--- config.mk ---
export PLATFORM = sky130hd
export DESIGN_NAME = mem_arbiter
export DESIGN_NICKNAME = d
export VERILOG_FILES = /design/src/rtl/mem_arbiter.sv
export SDC_FILE = /design/constraint.sdc
export NUM_CORES = 1
export LEC_CHECK = 0
export ABC_AREA = 0
export CAP_MARGIN = 20
export CORE_MARGIN = 4
export CORE_UTILIZATION = 40
export CTS_BUF_LIST = sky130_fd_sc_hd__clkbuf_2 sky130_fd_sc_hd__clkbuf_4 sky130_fd_sc_hd__clkbuf_8
export CTS_CLUSTER_DIAMETER = 200
export CTS_CLUSTER_SIZE = 25
export DETAILED_ROUTE_END_ITERATION = 10
export GPL_ROUTABILITY_DRIVEN = 0
export PLACE_DENSITY = 0.67
export SYNTH_ARGS = -nofsm -noshare
export SYNTH_HDL_FRONTEND = slang
export SYNTH_SLANG_ARGS = --single-unit
export TNS_END_PERCENT = 10
--- constraint.sdc ---
create_clock -name clk -period 2.21 [get_ports clk]
set_input_delay 0.663 -clock clk [delete_from_list [all_inputs] [get_ports clk]]
set_output_delay 0.663 -clock clk [all_outputs]
set_load 0.02 [all_outputs]
--- src/rtl/mem_arbiter.sv ---
// mem_arbiter
//   Round-robin arbiter that shares the single memory_unit port among N_REQ
//   requester blocks (mem_traversal, cell_block, incr, equal). A rising edge on
//   req_execute[p] latches that port's address/function/write data into its own
//   holding registers. The arbiter then issues the request to memory_unit with a
//   one-cycle mem_execute strobe. When memory_unit answers, it returns a
//   one-cycle req_ready[p] pulse and the read data to that port only.
//
// Configuration
//   MEM_ARB_TIMEOUT_EN  when defined, a watchdog in WAIT completes the
//                       transaction with zero read data after TMO_CYC cycles
//                       and sets err_timeout. When undefined, WAIT waits
//                       indefinitely and err_timeout is tied to 0.
//
// Ports
//   clk, rst              clock; asynchronous active-low reset
//   req_execute[p]        request strobe per port (rising edge = new request)
//   req_address1/2        per-port addresses, port p at [p*ADDR_W +: ADDR_W]
//   req_func              per-port 2-bit memory function code
//   req_write_data        per-port write data
//   req_ready[p]          one-cycle completion pulse to the owning port
//   req_read_data1/2      completion data, valid while req_ready[p]=1
//   mem_*                 single shared interface to memory_unit
//   busy                  high while a transaction is in ISSUE/WAIT/DONE
//   grant_id              port currently owning memory
//   err_overrun[p]        sticky: new edge on p while p already pending
//   err_timeout           sticky: watchdog fired

`timescale 1ns/1ps

`ifndef MEMORY_ADDR_WIDTH
`define MEMORY_ADDR_WIDTH 16
`endif
`ifndef MEMORY_DATA_WIDTH
`define MEMORY_DATA_WIDTH 8
`endif

module mem_arbiter #(
  parameter int N_REQ   = 4,
  parameter int ADDR_W  = `MEMORY_ADDR_WIDTH,
  parameter int DATA_W  = `MEMORY_DATA_WIDTH,
  parameter int TMO_CYC = 255
) (
  input  logic                      clk,
  input  logic                      rst,
  input  logic [N_REQ-1:0]          req_execute,
  input  logic [N_REQ*ADDR_W-1:0]   req_address1,
  input  logic [N_REQ*ADDR_W-1:0]   req_address2,
  input  logic [N_REQ*2-1:0]        req_func,
  input  logic [N_REQ*DATA_W-1:0]   req_write_data,
  output logic [N_REQ-1:0]          req_ready,
  output logic [DATA_W-1:0]         req_read_data1,
  output logic [DATA_W-1:0]         req_read_data2,
  output logic                      mem_execute,
  output logic [ADDR_W-1:0]         mem_address1,
  output logic [ADDR_W-1:0]         mem_address2,
  output logic [1:0]                mem_func,
  output logic [DATA_W-1:0]         mem_write_data,
  input  logic                      mem_ready,
  input  logic [DATA_W-1:0]         mem_read_data1,
  input  logic [DATA_W-1:0]         mem_read_data2,
  output logic                      busy,
  output logic [2:0]                grant_id,
  output logic [N_REQ-1:0]          err_overrun,
  output logic                      err_timeout
);

  localparam int SEL_W = $clog2(N_REQ);

  if (N_REQ < 2 || N_REQ > 8) begin : g_bad_n_req
    $error("mem_arbiter: N_REQ must be in 2..8");
  end
  if (TMO_CYC < 1 || TMO_CYC > 255) begin : g_bad_tmo_cyc
    $error("mem_arbiter: TMO_CYC must be in 1..255");
  end

  typedef enum logic [1:0] {IDLE, ISSUE, WAIT, DONE} state_t;

  state_t                    state;
  logic [N_REQ-1:0]          exec_q;
  logic [N_REQ-1:0]          exec_edge;
  logic [N_REQ-1:0]          pending;
  logic [2:0]                last_grant;
  logic [N_REQ*ADDR_W-1:0]   hold_addr1;
  logic [N_REQ*ADDR_W-1:0]   hold_addr2;
  logic [N_REQ*2-1:0]        hold_func;
  logic [N_REQ*DATA_W-1:0]   hold_wdata;
  logic [SEL_W-1:0]          grant_sel;
  logic [N_REQ-1:0]          grant_onehot;
  logic                      next_found;
  logic [2:0]                next_port;

`ifdef MEM_ARB_TIMEOUT_EN
  localparam logic [7:0] TMO_LAST = 8'(TMO_CYC - 1);
  logic [7:0] tmo_cnt;
`endif

  assign exec_edge = req_execute & ~exec_q;
  assign grant_sel = grant_id[SEL_W-1:0];

  always_comb begin
    grant_onehot            = '0;
    grant_onehot[grant_sel] = 1'b1;
  end

  // Round-robin search starting just after last_grant. The loop runs from the
  // farthest candidate back to the nearest one so that the nearest pending port
  // overwrites the others and wins.
  always_comb begin
    next_found = 1'b0;
    next_port  = '0;
    for (int i = N_REQ; i >= 1; i--) begin
      if (pending[SEL_W'((int'(last_grant) + i) % N_REQ)]) begin
        next_found = 1'b1;
        next_port  = 3'((int'(last_grant) + i) % N_REQ);
      end
    end
  end

  // Request capture and the arbitration FSM share one register process.
  // A capture only sets a pending bit that is currently clear. Completion only
  // clears a pending bit that is currently set. The two can therefore never
  // target the same bit on the same edge. IDLE arbitrates on the registered
  // pending vector, so a request captured on this edge is considered next cycle.
  always_ff @(posedge clk or negedge rst) begin
    if (!rst) begin
      state          <= IDLE;
      exec_q         <= '0;
      pending        <= '0;
      last_grant     <= 3'(N_REQ - 1);
      hold_addr1     <= '0;
      hold_addr2     <= '0;
      hold_func      <= '0;
      hold_wdata     <= '0;
      req_ready      <= '0;
      req_read_data1 <= '0;
      req_read_data2 <= '0;
      mem_execute    <= 1'b0;
      mem_address1   <= '0;
      mem_address2   <= '0;
      mem_func       <= '0;
      mem_write_data <= '0;
      busy           <= 1'b0;
      grant_id       <= '0;
      err_overrun    <= '0;
`ifdef MEM_ARB_TIMEOUT_EN
      err_timeout    <= 1'b0;
      tmo_cnt        <= '0;
`endif
    end else begin
      exec_q <= req_execute;

      for (int p = 0; p < N_REQ; p++) begin
        if (exec_edge[p]) begin
          if (pending[p]) begin
            err_overrun[p] <= 1'b1;
          end else begin
            pending[p]                          <= 1'b1;
            hold_addr1[p*ADDR_W +: ADDR_W]      <= req_address1[p*ADDR_W +: ADDR_W];
            hold_addr2[p*ADDR_W +: ADDR_W]      <= req_address2[p*ADDR_W +: ADDR_W];
            hold_func[p*2 +: 2]                 <= req_func[p*2 +: 2];
            hold_wdata[p*DATA_W +: DATA_W]      <= req_write_data[p*DATA_W +: DATA_W];
          end
        end
      end

      case (state)
        IDLE: begin
          if (next_found) begin
            mem_address1   <= hold_addr1[int'(next_port)*ADDR_W +: ADDR_W];
            mem_address2   <= hold_addr2[int'(next_port)*ADDR_W +: ADDR_W];
            mem_func       <= hold_func[int'(next_port)*2 +: 2];
            mem_write_data <= hold_wdata[int'(next_port)*DATA_W +: DATA_W];
            mem_execute    <= 1'b1;
            grant_id       <= next_port;
            busy           <= 1'b1;
            state          <= ISSUE;
          end
        end

        ISSUE: begin
          mem_execute <= 1'b0;
`ifdef MEM_ARB_TIMEOUT_EN
          tmo_cnt     <= '0;
`endif
          state       <= WAIT;
        end

        WAIT: begin
          if (mem_ready) begin
            req_read_data1     <= mem_read_data1;
            req_read_data2     <= mem_read_data2;
            req_ready          <= grant_onehot;
            pending[grant_sel] <= 1'b0;
            last_grant         <= grant_id;
            state              <= DONE;
          end
`ifdef MEM_ARB_TIMEOUT_EN
          else if (tmo_cnt == TMO_LAST) begin
            err_timeout        <= 1'b1;
            req_read_data1     <= '0;
            req_read_data2     <= '0;
            req_ready          <= grant_onehot;
            pending[grant_sel] <= 1'b0;
            last_grant         <= grant_id;
            state              <= DONE;
          end else begin
            tmo_cnt <= tmo_cnt + 8'd1;
          end
`endif
        end

        DONE: begin
          req_ready <= '0;
          busy      <= 1'b0;
          state     <= IDLE;
        end

        default: state <= IDLE;
      endcase
    end
  end

`ifndef MEM_ARB_TIMEOUT_EN
  assign err_timeout = 1'b0;
`endif

endmodule

==> results of run 1 <==
## synth_stat cells (all sizes together)
library cell | count | area, um^2
dfrtp | 248 | 6210
mux2 | 184 | 2070
a211oi | 84 | 726
and3 | 84 | 526
nor2 | 54 | 203
nor3 | 42 | 210
clkbuf | 34 | 128
buf | 31 | 190
nand2 | 13 | 48.8
nor2b | 10 | 62.6
o21ai | 9 | 45.0
a21o | 6 | 45.0
inv | 5 | 18.8
a21oi | 4 | 20.0
ha | 4 | 50.1
a2bb2oi | 2 | 23.8
dfstp | 2 | 52.6
o21a | 2 | 15.0
a21boi | 1 | 7.51
a22oi | 1 | 7.51
a311o | 1 | 10.0
a31oi | 1 | 6.26
and2 | 1 | 6.26
conb | 1 | 3.75
mux2i | 1 | 10.0
nand2b | 1 | 6.26
nand3 | 1 | 5.00
nand4 | 1 | 6.26
nor4 | 1 | 6.26
o21bai | 1 | 11.3
o22a | 1 | 8.76
or2 | 1 | 6.26
## where the power goes
group          internal (mW)  switching [mW]  leakage (nW)  total [mW]
logic                   4.28            4.62          3.15        8.90
registers               6.80            1.18          2.98        7.99
clock network          0.601            1.36         0.107        1.96
## worst min path at each step
stage,from,end,depth (start not counted)
finish,rst,hold_addr1[56],1
global route,rst,hold_addr1[11],1
CTS,rst,hold_addr1[56],1
detailed placement,err_overrun[3],err_overrun[3],1
global placement,err_overrun[3],err_overrun[3],1
floorplan,rst,busy,0
## cell families after synthesis
kind of cell	count (synthesis)	synth area share, %
muxes	185	19.4
other	1	0.0349
AOI/OAI and AO/OA	113	8.62
adders and majority gates	4	0.466
and+or+nand+nor	209	10.1
DFF	250	58.3
buffers and inverters	70	3.13
## area by class of cell
class	instances	area, um^2
antenna	1	2.50
clock buffer	16	201
fill	2275	12000
inverter	5	18.8
multi-input combinational	513	4220
sequential	250	6260
tap	335	419
timing repair buffer	299	3080
## per-layer routing
layer	routed length, um	global-route usage, %	part of all wire, %
met5	0	0	0
met1	13000	27.0	45
met4	342	3.25	1.2
met2	13800	31.4	48
met3	1890	4.28	6.5
## state kept, by name, summed over array words and instances (netlist names), 8 cells and up
name and cells:
mem_address1 16, hold_wdata 32, hold_addr2 64, hold_addr1 64, hold_func 8, req_read_data2 8
req_read_data1 8, mem_write_data 8, mem_address2 16
## metrics by stage
step                      hold slack, ps  util [%]  worst slack, ps  setup TNS [ps]
final                               29.7      54.2             61.6               0
after global routing                24.5      54.2             3.16               0
after CTS                           11.7      53.9             1.22               0
after floorplan                      367         -              211               0
after detailed placement             462      53.3            -98.9          -10870
after global placement               449      53.3            -70.8           -6220
## repair_timing
item	in CTS	in global routing
endpoints found under the setup margin	43	29
resized for setup	43	28
hold endpoints to repair	0	0
pin swaps	0	1
gates cloned	0	0
setup buffers	0	0
==> results.tsv, run 1 <==
metric	value	unit
status	finished clean	
cts-root-buf	clkbuf_8	
ant_nets	0	
rows	59	
place_inst	1402	
yosys_warnings	0	
initial_core_util	41.0	%
drtPass1Iterations	4	
cp-endpoint	req_read_data2[7]	
grt_usage	19.2	%
netlist_area	10700	um^2
numCtsBuffers	13	
layout_common_cells	dfrtp_1 (248), clkdlybuf4s50_1 (191), mux2_2 (184)	
slowest_delay	600	ps
cts_hold_buf	0	
cp.arrival	1490	ps
grt_max_degree	86	
antenna_found_initial	1	
final_common_cell	dfrtp_1	
min_path_type	input pin to asynchronous set/reset pin	
max_slew_margin	57.3	%
num_vias	7501	
tightest_slew	641	ps
clock.fmax	465	MHz
rrSetupSlack	70	ps
clkTransAtPathRegs	160	ps
critical_path_buf_inv_count	1	
synth.avg_cell_area	12.9	um^2
hold_violations	0	
start_kind	flip-flop	
endpoint_kind	output port	
r2r-start	last_grant[1]	
routed_wirelength	29000	um
p_total	18.8	mW
slew_viol_final	0	
rsz0062_at_grt	false	
ys_ff_latch	250	
dpl_cell_area	14000	um^2
cp_max_fo	2	
reg2reg_to	mem_address1[11]	
drtIter0Drc	472	
clkSinkCount	250	
cts_buffer_depth	3	
nNetsFinal	1277	
cp_top_family	buffers and inverters	
cp-startpoint	req_read_data2[7]	
crit_cells	1	
grt_pass1_wl	44800	um
finalNonFillerCells	1419	
p_leak	6.23	nW
drive_above_1_share	25.1	%
crit_type	flip-flop to output port	
p_per_area	1330	nW/um^2
htreeDepth	1	
grt-ovfl-total	0	
cp_cell_sequence	clkdlybuf4s50_1	
finalCriticalPeriod	2150	ps
skew	16.1	ps
core	26200	um^2
crit_required	1550	ps
route.detailed.drc	0	
drv_cap	0	
die_x	172	um
cts_tree	done	
ys_types	38	
dpl.hpwl	20200	um
numPortBuffers	260	
ir_drop	0.000821	V
vias_per_cell	5.29	
r2r_cells	6	
fin_area	14200	um^2
insertion_delay	520	ps
syn2layout_area_growth	32.2	%
slowest_stage	clkdlybuf4s50_1	
io_pins	263	
design.die.area	29500	um^2
synthCells	832	
ys_seq_area_share	58.3	%
die_h	172	um
min_period_over_period	97.2	%
grt_pass1_vias	7759	
setup_viol	0	
avgRoutedWirePerCell	20.5	um
No activity file was read; power rests on OpenSTA's default activity.
==> run 2: changes to the inputs <==
--- a/config.mk
+++ b/config.mk
@@ -7,14 +7,17 @@
 export LEC_CHECK = 0
 export ABC_AREA = 0
 export CAP_MARGIN = 20
+export CELL_PAD_IN_SITES_DETAIL_PLACEMENT = 0
+export CELL_PAD_IN_SITES_GLOBAL_PLACEMENT = 1
 export CORE_MARGIN = 4
 export CORE_UTILIZATION = 40
 export CTS_BUF_LIST = sky130_fd_sc_hd__clkbuf_2 sky130_fd_sc_hd__clkbuf_4 sky130_fd_sc_hd__clkbuf_8
 export CTS_CLUSTER_DIAMETER = 200
 export CTS_CLUSTER_SIZE = 25
 export DETAILED_ROUTE_END_ITERATION = 10
+export DONT_BUFFER_PORTS = 1
 export GPL_ROUTABILITY_DRIVEN = 0
-export PLACE_DENSITY = 0.67
+export PLACE_DENSITY = 0.65
 export SYNTH_ARGS = -nofsm -noshare
 export SYNTH_HDL_FRONTEND = slang
 export SYNTH_SLANG_ARGS = --single-unit
==> run 2 against run 1 <==
  * The run now ends with hold timing left
  * Register-to-register slack improved by 40 ps
  * Clock power about the same
  * Non-clock buffer count is 276 lower
  * Routed wire length is 4.0% lower
  * Fmax is 2.5% higher
  * Die area did not move
  * Setup slack gained 53 ps
  * Global-route usage decreased by 0.92 points
  * Clock skew up 4.5 ps
  * Sequential share of layout area up 11 points
  * Sequential cell count did not move
  * Critical path type is now flip-flop to flip-flop
  * Largest cell class unchanged
  * Highest routed layer is now met5
==> results.tsv, run 2 (synthesis gave the netlist of run 1 again) <==
metric	value	unit	change
syn2layout_area_growth	6.72	%	
violations	hold timing		
place_ws	23.3	ps	+122 ps
nNetsFinal	1001		-22%
cts-root-buf	clkbuf_8		
cp_top_family	compound AO/OA/AOI/OAI gates		
grt-ovfl-total	0		unchanged
ant_nets	0		unchanged
hold_slack	-179	ps	-209 ps
layout_common_cells	dfrtp_1 (248), mux2_2 (184), and3_1 (84)		
cts_tree	done		
grt_usage	18.3	%	-0.92 points
rows	59		unchanged
vias_per_cell	5.74		+8.6%
p_per_area	1540	nW/um^2	+16%
slowest_delay	640	ps	+40 ps
skew	20.6	ps	+4.54 ps
reg_top3	hold_addr1 x64, hold_addr2 x64, hold_wdata x32		
cp-startpoint	last_grant[1]		
drive_above_1_share	31.9	%	+6.8 points
drtIter0Drc	376		-20%
route.detailed.drc	0		unchanged
drv_cap	0		unchanged
fin_tns_setup	0	ps	unchanged
hold_violations	248		+248
reg2reg_to	mem_address1[12]		
clkTransAtPathRegs	160	ps	about the same
place_inst	1126		-20%
numPortBuffers	0		-100%
clkSinkCount	250		unchanged
final_common_cell	dfrtp_1		
rrSetupSlack	110	ps	+40 ps
cp_max_fo	54		+52
p_leak	4.85	nW	-22%
grt_pass1_vias	7025		-9.5%
max_slew_margin	50.3	%	-6.9 points
crit_required	2630	ps	+1080 ps
initial_core_util	41.0	%	unchanged
clock.fmax	477	MHz	+2.5%
drtPass1Iterations	4		unchanged
num_vias	6627		-12%
htreeDepth	1		unchanged
rsz0062_at_grt	false		
crit_type	flip-flop to flip-flop		
min_period_over_period	94.8	%	-2.4 points
routed_wirelength	27900	um	-4.0%
dpl.hpwl	18800	um	-6.8%
antenna_found_initial	15		+14
die_x	172	um	unchanged
dpl_cell_area	11200	um^2	-20%
slowest_stage	dfstp_2		
tightest_slew	745	ps	+104 ps
r2r-start	last_grant[1]		
fin_area	11500	um^2	-19%
numCtsBuffers	13		unchanged
finalNonFillerCells	1154		-19%
setup_ws	115	ps	+53.0 ps
min_path_type	input pin to asynchronous set/reset pin		
setup_viol	0		unchanged
crit_cells	6		+5
cp-endpoint	mem_address1[12]		
core	26200	um^2	unchanged
grt_max_degree	251		+190%
grt_pass1_wl	42400	um	-5.3%
post_cts_buffers	0		unchanged
r2r_cells	6		unchanged
die_h	172	um	unchanged
design.die.area	29500	um^2	unchanged
critical_path_buf_inv_count	1		unchanged
cp_cell_sequence	mux2i_2 > a2bb2oi_4 > nand2_4 > buf_12 > a211oi_1 > nor3_1		
endpoint_kind	flip-flop		
finalCriticalPeriod	2100	ps	-53.0 ps
cp.arrival	2520	ps	+1030 ps
insertion_delay	530	ps	about the same
start_kind	flip-flop		
status	finished with violations		
io_pins	263		unchanged
slew_viol_final	0		unchanged
avgRoutedWirePerCell	24.2	um	+18%
ir_drop	0.000657	V	-20%
cts_buffer_depth	3		unchanged
==> run 2: changes by cell type in the layout (fill, tap and decap cells not counted) <==
cell / delta
buf_4: -14
clkbuf_16: -1
dlymetal6s2s_1: -25
diode_2: +10
dlygate4sd2_1: -43
clkdlybuf4s50_1: -191
buf_6: +1
nor2b_2: -1
a211oi_2: +3
clkbuf_4: +1
a211oi_1: -3
buf_12: -3
nor2b_1: +1
==> run 2: power breakdown <==
group | leakage, nW | internal [mW] | switching, mW | total (mW)
registers | 2.98 | 6.80 | 2.21 | 9.01
clock network | 0.112 | 0.620 | 1.37 | 1.99
logic | 1.77 | 3.26 | 3.44 | 6.70
==> run 2: timing repair <==
action	in CTS	in global routing
setup endpoints to repair	1	5
hold endpoints to repair	250	248
gates resized for setup	1	7
pin swaps	0	0
==> run 2: area by class of cell <==
class | count | area [um^2]
tap | 335 | 419
clock buffer | 17 | 209
sequential | 250 | 6260
fill | 2367 | 14700
multi-input combinational | 513 | 4240
timing repair buffer | 23 | 297
antenna | 11 | 27.5
inverter | 5 | 18.8
==> run 2: layer usage <==
| metal | track usage, % | up-vias | part of all wire, % |
|---|---|---|---|
| met2 | 30.0 | 228 | 48 |
| met5 | 0 | - | 0.30 |
| li1 | - | 2956 | - |
| met4 | 3.76 | 14 | 1.5 |
| met1 | 23.9 | 3397 | 42 |
| met3 | 6.04 | 32 | 8.7 |
==> run 2: how the worst min path moves through the flow <==
stage	depth (start not counted)	endpoint	slack, ps	from
5_1_grt	0	req_read_data2[7]	-220	rst
3_5_place_dp	0	req_read_data2[7]	370	rst
6_report	0	req_read_data2[7]	-180	rst
3_3_place_gp	0	req_read_data2[7]	380	rst
2_1_floorplan	0	busy	370	rst
4_1_cts	0	exec_q[1]	-220	rst
==> run 2: metrics by stage <==
stage                     hold WS, ps  power, mW  utilization (%)
after floorplan                   367       13.7                -
after global placement            375       15.6             42.7
after detailed placement          375       15.9             42.7
after CTS                        -216       17.9             43.5
after global routing             -224       18.9             43.7
final                            -179       17.7             43.7
